## config.mk

```make
export PLATFORM = sky130hd
export DESIGN_NAME = fifo_axis_reader
export DESIGN_NICKNAME = d
export VERILOG_FILES = /design/src/rtl/fifo_axis_reader.sv
export SDC_FILE = /design/constraint.sdc
export NUM_CORES = 1
export LEC_CHECK = 0
export CORE_MARGIN = 1
export CORE_UTILIZATION = 48
export DETAILED_ROUTE_END_ITERATION = 12
export GPL_TIMING_DRIVEN = 0
export PLACE_DENSITY = 0.76
export SLEW_MARGIN = 10
export SYNTH_ARGS = -nofsm -noshare
export SYNTH_HDL_FRONTEND = slang
export SYNTH_SLANG_ARGS = --single-unit
```

## constraint.sdc

```tcl
create_clock -name clk -period 3.9 [get_ports clk]
set_input_delay 0.975 -clock clk [delete_from_list [all_inputs] [get_ports clk]]
set_output_delay 0.975 -clock clk [all_outputs]
set_load 0.01 [all_outputs]
```

## src/rtl/fifo_axis_reader.sv

```systemverilog
// fifo_axis_reader: drains a one-cycle-latency FIFO read port into an
// AXI-Stream master. A 3-entry skid queue absorbs up to three outstanding
// reads, so the read strobe never depends on m_axis_tready and one beat per
// cycle is sustained. TLAST is framed from a programmable packet length.
//
// Ports:
//   clk, reset          - clock, synchronous active-high reset
//   fifo_rd_en          - read strobe to the FIFO controller (combinational)
//   fifo_rd_data        - FIFO data, valid the cycle after an accepted read
//   fifo_empty          - FIFO empty flag, honoured in the same cycle
//   fifo_rd_err         - FIFO rejects the current read (read-from-empty)
//   pkt_len             - beats per packet, 0 = unframed stream
//   m_axis_tvalid/tready/tdata/tlast - AXI-Stream master
//   rd_err_count        - saturating count of rejected reads
module fifo_axis_reader #(
  parameter int unsigned DATA_WIDTH = 32,
  parameter int unsigned LEN_WIDTH  = 16
) (
  input  logic                  clk,
  input  logic                  reset,
  output logic                  fifo_rd_en,
  input  logic [DATA_WIDTH-1:0] fifo_rd_data,
  input  logic                  fifo_empty,
  input  logic                  fifo_rd_err,
  input  logic [LEN_WIDTH-1:0]  pkt_len,
  output logic                  m_axis_tvalid,
  input  logic                  m_axis_tready,
  output logic [DATA_WIDTH-1:0] m_axis_tdata,
  output logic                  m_axis_tlast,
  output logic [15:0]           rd_err_count
);

  localparam int unsigned DEPTH  = 3;
  localparam int unsigned CNT_W  = 2;
  localparam int unsigned ERR_W  = 16;
  localparam logic [ERR_W-1:0] ERR_MAX = {ERR_W{1'b1}};

  // Queue storage; entry 0 is the head presented on the stream.
  logic [DATA_WIDTH-1:0] q_mem [DEPTH];
  logic [DATA_WIDTH-1:0] q_d   [DEPTH];

  logic [CNT_W-1:0]     count_q,    count_d;
  logic                 valid_q,    valid_d;
  logic                 inflight_q, inflight_d;
  logic [LEN_WIDTH-1:0] beat_cnt_q, beat_cnt_d;
  logic [ERR_W-1:0]     err_cnt_q,  err_cnt_d;

  logic             push;
  logic             pop;
  logic             tlast_c;
  logic [CNT_W:0]   credit_used;
  logic [CNT_W-1:0] wr_idx;

  // Credits: entries held plus the read still in flight must fit the queue.
  assign credit_used = {1'b0, count_q} + (CNT_W+1)'(inflight_q);
  assign fifo_rd_en  = ~reset & ~fifo_empty & (credit_used < (CNT_W+1)'(DEPTH));

  assign push = inflight_q;
  assign pop  = valid_q & m_axis_tready;

  // Last beat of a packet; never set for an unframed stream.
  assign tlast_c = (pkt_len != '0) && (beat_cnt_q == pkt_len - LEN_WIDTH'(1));

  // Tail slot for the incoming word, accounting for a same-cycle pop.
  assign wr_idx = pop ? (count_q - CNT_W'(1)) : count_q;

  // Queue next state: shift on pop, then write the returning word at the tail.
  always_comb begin
    for (int i = 0; i < int'(DEPTH); i++) begin
      q_d[i] = q_mem[i];
    end
    if (pop) begin
      q_d[0] = q_mem[1];
      q_d[1] = q_mem[2];
    end
    if (push) begin
      case (wr_idx)
        2'd0:    q_d[0] = fifo_rd_data;
        2'd1:    q_d[1] = fifo_rd_data;
        2'd2:    q_d[2] = fifo_rd_data;
        default: ;
      endcase
    end
  end

  // Occupancy, valid, in-flight tracking, beat framing and error counter.
  always_comb begin
    count_d    = count_q;
    valid_d    = valid_q;
    inflight_d = 1'b0;
    beat_cnt_d = beat_cnt_q;
    err_cnt_d  = err_cnt_q;

    case ({push, pop})
      2'b10:   count_d = count_q + CNT_W'(1);
      2'b01:   count_d = count_q - CNT_W'(1);
      default: count_d = count_q;
    endcase
    valid_d = (count_d != '0);

    // A rejected read returns no data, so it must not occupy a credit.
    inflight_d = fifo_rd_en & ~fifo_rd_err;

    if (pop) begin
      beat_cnt_d = tlast_c ? '0 : beat_cnt_q + LEN_WIDTH'(1);
    end

    if (fifo_rd_en && fifo_rd_err && (err_cnt_q != ERR_MAX)) begin
      err_cnt_d = err_cnt_q + ERR_W'(1);
    end
  end

  // State registers; reset discards queued words and any read in flight.
  always_ff @(posedge clk) begin
    if (reset) begin
      for (int i = 0; i < int'(DEPTH); i++) begin
        q_mem[i] <= '0;
      end
      count_q    <= '0;
      valid_q    <= 1'b0;
      inflight_q <= 1'b0;
      beat_cnt_q <= '0;
      err_cnt_q  <= '0;
    end else begin
      for (int i = 0; i < int'(DEPTH); i++) begin
        q_mem[i] <= q_d[i];
      end
      count_q    <= count_d;
      valid_q    <= valid_d;
      inflight_q <= inflight_d;
      beat_cnt_q <= beat_cnt_d;
      err_cnt_q  <= err_cnt_d;
    end
  end

  assign m_axis_tvalid = valid_q;
  assign m_axis_tdata  = q_mem[0];
  assign m_axis_tlast  = tlast_c;
  assign rd_err_count  = err_cnt_q;

endmodule

```

==> run metrics <==
outcome finished with violations; failing checks negative setup slack; Final Cycle Share 111%; Most common cell on crit path or4b_4; hold slack roughly 460 ps; number of synthesized flops with an enable pin 0; GR Util met3 between 4 and 5%; Worst path slowest cell or4b_4; Seq cells post-synth 132; Tot GR Track Use 25.6%; Clock Sinks 132; CP Class primary input to primary output; Peak VDD IR 0.202 mV; # rows slightly above 40; cell taking the most area after synthesis dfxtp_1; family with the most delay on the worst path simple AND/OR/NAND/NOR gates; global route hottest layer met2; vias in the first global route about 5.6k; Leak Pwr 3.02 nW; syn nets approximately 860; post-DP HPWL approximately 11000 µm; GR Layer Usage met2 40.7%; Synth top area share 41.8%; fin nets 1002; post-synthesis cell area 0.00631 mm²; fillers 1092; Antenna diodes 0; gpl congestion around 0.83; GRT overflow 0; H-tree depth 4; crit path DAT 3370 ps; clock slew at reported path FFs 60 ps; DIE AREA roughly 0.014 mm²; Max stage delay on crit path 530 ps; initial antenna violation count 0; warnings from Yosys 0; RSZ-0062 raised after global routing yes; fin cells 1126; DR DRC count 0; total routed wirelength 17200 µm; Syn Area/Cell 7.94 µm²; area of the core 0.0127 mm²; Slew Limit Fails 0; I/O Pins 104; Core Util, Final 67.0%; die height 117 µm; root buf cell clkbuf_16; crit-path max FO 2; clock skew 10.9 ps; Inserted Clock Buffers 17; Max clock buf depth 2; Cell Chain, Critical Path buf_12, inv_12, ha_4, or4b_4, or3b_4, xnor2_2, nand2_1, or4b_4, nor4_4, buf_2; count leader, synth nand2_1; register area 0.00264 mm²; Max-slew headroom 42.7%; Most used DFF post-synth dfxtp_1; PortBufs 103; largest net degree at the start of global routing 17; final setup fails 1; Synth cell types 51; CP Launch Type primary input; Routed WL per cell 15.2 µm; Placed Cells incl. Taps around 1.1k; share of layout cells above drive strength 1 about 13%; Pre-Repair DR Iteration Count 5; Syn Inst Count 795; ANT nets after route 0; die width 117 µm; total negative setup slack -443 ps; post-synthesis sequential area ratio 41.8%; Clock Latency Late Sink 410 ps; initial core utilization 49.6%; Setup WS post-layout -443 ps; PwrDens 402 mW/mm²; Async SR Flop Fraction 0%; Vias/cell 5.51; Tmin final 4340 ps; hold crit path type register to register; grt met1 use 34.8%; area of the multi-input gates 0.00330 mm²; first-pass GRT wire length about 27000 µm; Max Cap Viol 0; Critical Path RT roughly 3000 ps; vias 6200; CTS tree built; synth cell count leaders nand2_1 (209), dfxtp_1 (132), nor2_1 (92); CP bufs+invs 3; FMAX between 200 and 250 MHz; DRT iter0 DRCs between 400 and 500; final hold violation count 0; crit path capture type primary output; Area growth syn-to-layout 35.0%; top area cells in the synthesized netlist dfxtp_1 (42%), nand2_1 (12%), a311oi_1 (8.9%); Slew @ Worst Pin between 800 and 900 ps
worst min-delay path: stages (launching register included):
cell,delay (ps)
dfxtp_1,310
nand2_1,50
a21oi_1,50
metrics by stage:
step | area (µm²) | setup slack, ps | total power (W)
2_1_floorplan | 6360 | -132 | 0.00153
3_3_place_gp | 7600 | -1440 | 0.00167
3_5_place_dp | 7600 | -1440 | 0.00167
4_1_cts | 8450 | -434 | 0.00343
5_1_grt | 8520 | -513 | 0.00353
6_report | 8520 | -443 | 0.00343
state kept, by name (all words and copies together), names as in the netlist:
register       cells
beat_cnt_q        16
count_q            2
inflight_q         1
m_axis_tvalid      1
q_mem             96
rd_err_count      16
placed cells by master, fill, tap and decap left out, types with 2 or more instances in the layout:
cell,Yosys,layout
nand2_1,209,209
dfxtp_1,132,132
nor2_1,92,92
clkdlybuf4s50_1,0,88
a311oi_1,64,64
clkbuf_1,47,49
buf_4,33,49
a21oi_1,38,38
xor2_1,27,26
xnor2_1,23,23
nor3_1,24,22
clkbuf_16,0,17
nand3_1,15,14
nand4_1,10,10
dlygate4sd2_1,0,8
buf_6,0,7
ha_1,8,7
o21ai_0,6,6
and3_1,6,6
inv_1,7,5
and4_1,5,5
bufinv_16,0,5
or3_1,4,4
a31oi_1,4,4
inv_6,0,4
buf_2,0,4
nor4_4,1,3
nand4b_1,3,3
nand3b_1,3,3
clkinv_4,0,3
or4b_4,1,2
o211ai_1,2,2
nor3_2,0,2
and2_1,2,2
nor2b_1,2,2
buf_12,0,2
cell families after synthesis:
group	synth area share [%]
xor+xnor	7.19
compound gates	14.2
buf+inv	7.25
mux	0.337
flops	41.8
simple gates	27.6
fa+ha+maj	1.59
power breakdown:
part           internal [W]  leakage, nW  switching (W)  total [W]
logic              0.000148         1.64       0.000136   0.000284
clock network       0.00115        0.315       0.000613    0.00176
registers           0.00137         1.07      0.0000132    0.00138
area by class of cell:
cell class	instances	area share [%]
clock buffers	19	5.08
repair buffers	127	14.4
plain buffers	81	5.06
well taps	172	2.52
flip-flops and latches	132	31.0
multi-input cells	574	38.7
inverters	8	0.558
clock inverters	13	2.60
timing repair:
| action | 4_1_cts | 5_1_grt |
|---|---|---|
| hold buffers | 0 | 0 |
| cloned | 0 | 1 |
| gates resized for setup | 55 | 5 |
| setup endpoints to repair | 2 | 17 |
| hold endpoints to repair | 0 | 0 |
| pin swaps | 10 | 8 |
| buffers inserted | 18 | 9 |
metal layers:
metal | share of wire (%) | routed length, µm
met5 | 0 | 0
met4 | 2.3 | 397
met3 | 6.0 | 1040
met2 | 46 | 7970
met1 | 45 | 7760
final timing paths:
check | startpoint | cells after the start | to | slack, ps
max | pkt_len[1] | 10 | m_axis_tlast | -440
min | q_mem[0][89] | 2 | q_mem[0][89] | 460
max reg2reg | beat_cnt_q[10] | 17 | beat_cnt_q[10] | 1170
min reg2reg | q_mem[0][89] | 2 | q_mem[0][89] | 460
No activity file was read; power rests on OpenSTA's default activity.
